### config.mk
export PLATFORM = sky130hd
export DESIGN_NAME = imem_arbiter
export DESIGN_NICKNAME = d
export VERILOG_FILES = /design/src/rtl/imem_arbiter_pkg.sv /design/src/rtl/imem_addr_check.sv /design/src/rtl/imem_arbiter.sv
export SDC_FILE = /design/constraint.sdc
export NUM_CORES = 1
export LEC_CHECK = 0
export ABC_CLOCK_PERIOD_IN_PS = 2450
export BUFFER_PORTS_ARGS = -buffer_cell sky130_fd_sc_hd__buf_4
export CORE_AREA = 2 2 82 84
export DETAILED_ROUTE_END_ITERATION = 12
export DIE_AREA = 0 0 84 86
export GPL_TIMING_DRIVEN = 0
export PLACE_DENSITY_LB_ADDON = 0.3
export SKIP_CTS_REPAIR_TIMING = 1
export SYNTH_ARGS = -nofsm -noshare
export SYNTH_HDL_FRONTEND = slang
export SYNTH_SLANG_ARGS = --single-unit
### constraint.sdc
create_clock -name clk -period 2.45 [get_ports clk]
set_clock_uncertainty 0.1 [all_clocks]
set_input_delay 0.49 -clock clk [delete_from_list [all_inputs] [get_ports clk]]
set_output_delay 0.49 -clock clk [all_outputs]
set_load 0.01 [all_outputs]
### src/rtl/imem_arbiter_pkg.sv
// Shared types and helpers for the instruction-memory arbiter: FSM encoding,
// default memory depth and the word-address validity check.
package imem_arbiter_pkg;

  typedef enum logic {
    ARB    = 1'b0,
    LOCKED = 1'b1
  } arb_state_e;

  localparam int IMEM_AW = 6;

  // A byte address is usable when it is word aligned and its word index fits in aw bits.
  function automatic logic addr_is_valid(input logic [31:0] addr, input int aw);
    logic [31:0] upper;
    upper = addr >> (aw + 2);
    return (addr[1:0] == 2'b00) && (upper == 32'd0);
  endfunction

endpackage

### src/rtl/imem_addr_check.sv
// Combinational alignment/range check of a byte address against the
// instruction memory, producing a valid flag and the word index.
module imem_addr_check
  import imem_arbiter_pkg::*;
#(
  parameter int AW = IMEM_AW
) (
  input  logic [31:0]   addr,
  output logic          valid,
  output logic [AW-1:0] word_idx
);

  assign valid    = addr_is_valid(addr, AW);
  assign word_idx = addr[AW+1:2];

endmodule

### src/rtl/imem_arbiter.sv
// Arbitrates a single-port instruction memory between the fetch unit (reads)
// and a loader (writes), with bounded loader bursts and an exclusive lock mode.
module imem_arbiter
  import imem_arbiter_pkg::*;
#(
  parameter int AW        = IMEM_AW,
  parameter int MAX_BURST = 4
) (
  input  logic          clk,
  input  logic          reset,
  input  logic          fetch_req,
  input  logic [31:0]   fetch_addr,
  output logic          fetch_gnt,
  output logic          fetch_rvalid,
  output logic [31:0]   fetch_rdata,
  output logic          fetch_err,
  input  logic          ld_req,
  input  logic [31:0]   ld_addr,
  input  logic [31:0]   ld_wdata,
  input  logic          ld_lock,
  output logic          ld_gnt,
  output logic          locked,
  output logic          mem_en,
  output logic          mem_we,
  output logic [AW-1:0] mem_addr,
  output logic [31:0]   mem_wdata,
  input  logic [31:0]   mem_rdata
);

  localparam int CW = $clog2(MAX_BURST + 1);
  localparam logic [CW-1:0] BURST_MAX = CW'(MAX_BURST);

  arb_state_e    state_q, state_d;
  logic [CW-1:0] burst_cnt_q, burst_cnt_d;
  logic          rvalid_q, rvalid_d;
  logic          rerr_q, rerr_d;

  logic          fetch_ok, ld_ok;
  logic [AW-1:0] fetch_idx, ld_idx;
  logic          fetch_gnt_c, ld_gnt_c;
  logic          rd_en, wr_en;

  imem_addr_check #(.AW(AW)) u_fetch_chk (
    .addr     (fetch_addr),
    .valid    (fetch_ok),
    .word_idx (fetch_idx)
  );

  imem_addr_check #(.AW(AW)) u_ld_chk (
    .addr     (ld_addr),
    .valid    (ld_ok),
    .word_idx (ld_idx)
  );

  // A pending lock request blocks new fetches, so any read still in flight
  // delivers its rvalid in the same cycle the FSM moves to LOCKED.
  always_comb begin
    fetch_gnt_c = 1'b0;
    ld_gnt_c    = 1'b0;
    if (!reset) begin
      if (state_q == ARB) begin
        fetch_gnt_c = fetch_req && !ld_lock && (!ld_req || (burst_cnt_q == BURST_MAX));
        ld_gnt_c    = ld_req && !fetch_gnt_c;
      end else begin
        ld_gnt_c    = ld_req;
      end
    end
  end

  always_comb begin
    state_d     = state_q;
    burst_cnt_d = '0;
    if (ld_gnt_c && fetch_req) begin
      burst_cnt_d = (burst_cnt_q == BURST_MAX) ? BURST_MAX : burst_cnt_q + 1'b1;
    end
    if (state_q == ARB) begin
      if (ld_lock) begin
        state_d = LOCKED;
      end
    end else if (!ld_lock) begin
      state_d     = ARB;
      burst_cnt_d = '0;
    end
    rvalid_d = fetch_gnt_c;
    rerr_d   = fetch_gnt_c && !fetch_ok;
  end

  always_ff @(posedge clk) begin
    if (reset) begin
      state_q     <= ARB;
      burst_cnt_q <= '0;
      rvalid_q    <= 1'b0;
      rerr_q      <= 1'b0;
    end else begin
      state_q     <= state_d;
      burst_cnt_q <= burst_cnt_d;
      rvalid_q    <= rvalid_d;
      rerr_q      <= rerr_d;
    end
  end

  assign rd_en     = fetch_gnt_c && fetch_ok;
  assign wr_en     = ld_gnt_c && ld_ok;

  assign fetch_gnt = fetch_gnt_c;
  assign ld_gnt    = ld_gnt_c;
  assign mem_en    = rd_en || wr_en;
  assign mem_we    = wr_en;
  assign mem_addr  = wr_en ? ld_idx : (rd_en ? fetch_idx : '0);
  assign mem_wdata = wr_en ? ld_wdata : 32'd0;

  assign fetch_rvalid = rvalid_q && !reset;
  assign fetch_err    = fetch_rvalid && rerr_q;
  assign fetch_rdata  = (fetch_rvalid && !rerr_q) ? mem_rdata : 32'd0;
  assign locked       = (state_q == LOCKED) && !reset;

endmodule

Yosys cells after proc, flatten, opt, wreduce, memory -nomap -nowiden
Index checks and enable logic that the tools add are counted.
{ "op_classes": {"add_sub_neg": 1, "n_eq_ne": 1, "muxes": 13, "n_reduce_logical": 25} }
{ "op_table": {"columns": ["operator", "n"], "rows": [
  ["$logic_not A32 Y1", 2],
  ["$mux W32", 2],
  ["$logic_and A1 B1 Y1", 13],
  ["$mux W3", 4],
  ["$mux W6", 2],
  ["$logic_not A1 Y1", 6],
  ["$mux W1", 5],
  ["$logic_not A2 Y1", 2],
  ["$add A3 B1 Y3 const B", 1],
  ["$eq A3 B3 Y1 const B", 1],
  ["$logic_or A1 B1 Y1", 2]
]} }
{ "word_totals": {"register_bits": 6, "input_bits": 133, "out_inout_bits": 77, "wordCells": 44} }

Depth between registers and ports, before layout
{ "logic_depth": {"ltp_word": 11, "depth_mapped": 7} }

Cells and area by module
A second synthesis with hierarchy kept.
{ "hier_totals": {"hier_cells": 143, "hier_area_um2": 1017.2} }
{ "modules_own_cells": {"columns": ["mod", "n_inst", "cells_per_inst", "area_each_um2"], "rows": [
  ["imem_arbiter", 1, 111, 814.5],
  ["imem_addr_check", 2, 16, 101.3]
]} }

Worst setup path before layout
OpenSTA, ideal clock, no wires.
{ "synth_path": {"kind": "input -> output", "start": "input port ld_lock", "end": "output port mem_addr[0]", "arrival_ps": 1588, "required_ps": 1860, "path_slack_ps": 272, "cell_stages": 4, "path_cell_list": "or3b_4 > a211oi_4 > and2_1 > a32o_1"} }
{ "synth_lines": {"columns": ["element", "line_no", "source"], "rows": [
  ["from (decl)", "imem_arbiter.sv:20", "input logic ld_lock,"],
  ["$logic_not A1 Y1", null, null],
  ["$logic_and A1 B1 Y1 (2 in series)", "imem_arbiter.sv:62", "fetch_gnt_c = fetch_req && !ld_lock && (!ld_req || (burst_cnt_q == BURST_MAX));"],
  ["$mux W1", "imem_arbiter.sv:61", "if (state_q == ARB) begin"],
  ["$mux W1", "imem_arbiter.sv:60", "if (!reset) begin"],
  ["via fetch_gnt", "imem_arbiter.sv:13", "output logic fetch_gnt,"],
  ["$logic_and A1 B1 Y1", "imem_arbiter.sv:102", "assign rd_en = fetch_gnt_c && fetch_ok;"],
  ["$mux W6 (2 in series)", "imem_arbiter.sv:109", "assign mem_addr = wr_en ? ld_idx : (rd_en ? fetch_idx : '0);"],
  ["to (decl)", "imem_arbiter.sv:25", "output logic [AW-1:0] mem_addr,"]
]} }
The timed path passes the listed nets, and every way through them passes these cells.

Worst setup path after layout
{ "layout_path": {"start": "input port ld_lock", "end": "output port mem_wdata[28]"} }
{ "layout_via": {"elab_chain_cells": 9} }
{ "layout_lines": {"columns": ["element", "line_no", "source"], "rows": [
  ["$logic_not A1 Y1", null, null],
  ["$logic_and A1 B1 Y1 (2 in series)", "imem_arbiter.sv:62", null],
  ["$logic_not A1 Y1", "imem_arbiter.sv:63", "ld_gnt_c = ld_req && !fetch_gnt_c;"],
  ["$logic_and A1 B1 Y1", "imem_arbiter.sv:63", null],
  ["$mux W1", "imem_arbiter.sv:61", null],
  ["$mux W1", "imem_arbiter.sv:60", null],
  ["$logic_and A1 B1 Y1", "imem_arbiter.sv:103", "assign wr_en = ld_gnt_c && ld_ok;"],
  ["$mux W32", "imem_arbiter.sv:110", "assign mem_wdata = wr_en ? ld_wdata : 32'd0;"],
  ["to (decl)", "imem_arbiter.sv:26", "output logic [31:0] mem_wdata,"]
]} }
No other way between the ends.

==> out/results.tsv <==
metric	value	unit
cts.path.max_buffers	2	
stdcell_area	3069	sq um
max_slew_margin	0.8079	
wl_per_cell	14.15	um
synth_nets	271	
place_area	2640	sq um
globalRouteOverflowTotal	0	
row_count	29	
setup_viol	1	
rsz0062_at_grt	yes	
final_common_cell	buf_4	
nets	496	
gp_congestion	0.7800	
clock_sinks	6	
critPathKind	input pin to primary output	
drt_wl_total	6.170	mm
final_cell_mix	buf_4, and2_1, buf_6	
synth_warnings	0	
cts.reportedPaths.clkPinSlew	0.03	ns
critPathSlowestCell	or3b_4	
antenna_found_initial	0	
start_util	0.1553	
die_x	84	um
cp-end-kind	primary output	
cts_tree	built	
vdd_ir_drop_max	0.1383	mV
critical_path_required	1.86	ns
grt_max_degree	11	
drt_drc_violations_left	0	
start_kind	input pin	
power_density	152.4	nW/um^2
ant_nets	0	
seqCellArea	122.6	sq um
hold_class	flip-flop to flip-flop	
total_power	0.4677	mW
cts_buffers	3	
detail_route.vias_per_cell	4.241	
fmax	407.0	MHz
diodes	0	
firstDrtPassIters	4	
cp_num_buf_inv	4	
setup_ws	-0.007211	ns
h-tree-depth	1	
synth-seq-cells	6	
pin_count	210	
die_h	86	um
drtIter0Drc	21	
worst_pin_slew	0.2858	ns
grt_pass1_vias	1695	
violations	negative setup slack	
num-fill-cells	616	
fin_setup_tns	-0.007211	ns
synth_cells	136	
drv_cap	0	
final_max_slew_viol_count	0	
via_count	1849	
multi_input_area	938.4	sq um
status	complete, but fails checks	
yosysUniqueCellTypes	23	
min_period	2.457	ns
cpMostUsedCell	buf_6	
power_leakage	1.599	nW
grt_first_pass_wirelength	7.852	mm
grt_usage	0.1346	
yosysSeqAreaShare	0.1232	
cts_root_buffer	clkbuf_8	
dpl.hpwl	4.890	mm
worstPathMaxFanout	6	
synth_area_per_cell	7.167	sq um
port_buffers	209	
crit_chain	buf_6 -> or3b_4 -> o211ai_4 -> nor3_4 -> buf_6 -> buf_6 -> and2_1 -> buf_6	
area_growth	214.9	%
period_share	1.003	
cpPeakStageDelay	0.41	ns
worstSkewPairLatency	0.22	ns
synth_area	974.7	sq um
arrival	1.87	ns
core	6277	sq um
final_hold_viol_count	0	
cp_top_family	simple AND/OR/NAND/NOR gates	
die-area	7224	sq um
drive_gt1_frac	0.7549	
==> cell usage after synthesis <==
master,count,area (sq um)
a211oi_1,1,7.510
a211oi_4,1,20.02
a21o_1,1,7.510
a32o_1,6,60.06
and2_1,71,444.2
buf_6,3,33.78
clkbuf_1,3,11.26
dfxtp_1,6,120.1
ha_1,2,25.02
inv_1,4,15.01
inv_2,1,3.750
nand2_1,2,7.510
nand2b_1,1,6.260
nand3_1,3,15.01
nand4_1,2,12.51
nor2_1,7,26.28
nor2b_1,5,31.28
nor3_1,1,5.000
nor3_4,1,16.27
nor3b_1,1,7.510
nor4_1,12,75.07
o211ai_2,1,12.51
or3b_4,1,11.26
==> flip-flops by register name, summed over array words and instances (netlist names) <==
| signal | cells |
|---|---|
| burst_cnt_q | 3 |
| rerr_q | 1 |
| rvalid_q | 1 |
| state_q | 1 |
==> kinds of logic (layout without fill, tap and decap cells) <==
group / count (synthesis) / count (layout) / synth area share
and+or+nand+nor: 107 / 107 / 0.6752
buffers and inverters: 11 / 234 / 0.06546
AOI/OAI and AO/OA: 10 / 10 / 0.1104
DFF: 6 / 6 / 0.1232
adders and majority gates: 2 / 2 / 0.02567
==> cell type report <==
type | count | share of cell area
Inverter | 5 | 0.006115
Sequential cell | 6 | 0.03995
Clock buffer | 3 | 0.01345
Tap cell | 77 | 0.03139
Timing Repair Buffer | 220 | 0.5887
Buffer | 6 | 0.01468
Multi-Input combinational cell | 119 | 0.3057
==> worst paths after layout <==
| path | from | to | slack, ns | cells after the start |
|---|---|---|---|---|
| min | burst_cnt_q[0] | burst_cnt_q[0] | 0.33 | 1 |
| max reg2reg | state_q | burst_cnt_q[2] | 0.84 | 5 |
| max | ld_lock | mem_wdata[28] | -0.007 | 8 |
| min reg2reg | burst_cnt_q[0] | burst_cnt_q[0] | 0.33 | 1 |
==> where the power goes <==
| part | internal [mW] | switching, mW |
|---|---|---|
| sequential | 0.101 | 0.00153 |
| combinational | 0.156 | 0.0606 |
| clock | 0.106 | 0.0430 |
==> worst register-to-register path: stages, from the launching register on <==
cell	delay (ns)
dfxtp_2	0.31
or3b_4	0.43
o211ai_4	0.25
inv_2	0.15
nand3_1	0.17
nor3_1	0.07
==> per-stage QoR <==
step / std cells / setup WS, ns / util / hold slack [ns]
2_1_floorplan: 136 / 0.2722 / - / 0.3273
3_3_place_gp: 422 / -0.1977 / 0.4206 / 0.3459
3_5_place_dp: 422 / -0.2222 / 0.4206 / 0.3619
4_1_cts: 425 / -0.2263 / 0.4271 / 0.3674
5_1_grt: 436 / -0.06556 / 0.4889 / 0.3484
6_report: 436 / -0.007211 / 0.4889 / 0.3255
==> routing by layer <==
metal / up-vias / routed length (um) / track usage
li1: 906 / - / -
met2: 129 / 3552 / 0.2807
met5: - / 0 / 0
met1: 810 / 1913 / 0.1340
met4: 0 / 36 / 0.01320
met3: 4 / 668 / 0.04042
No activity file was read; power rests on OpenSTA's default activity.
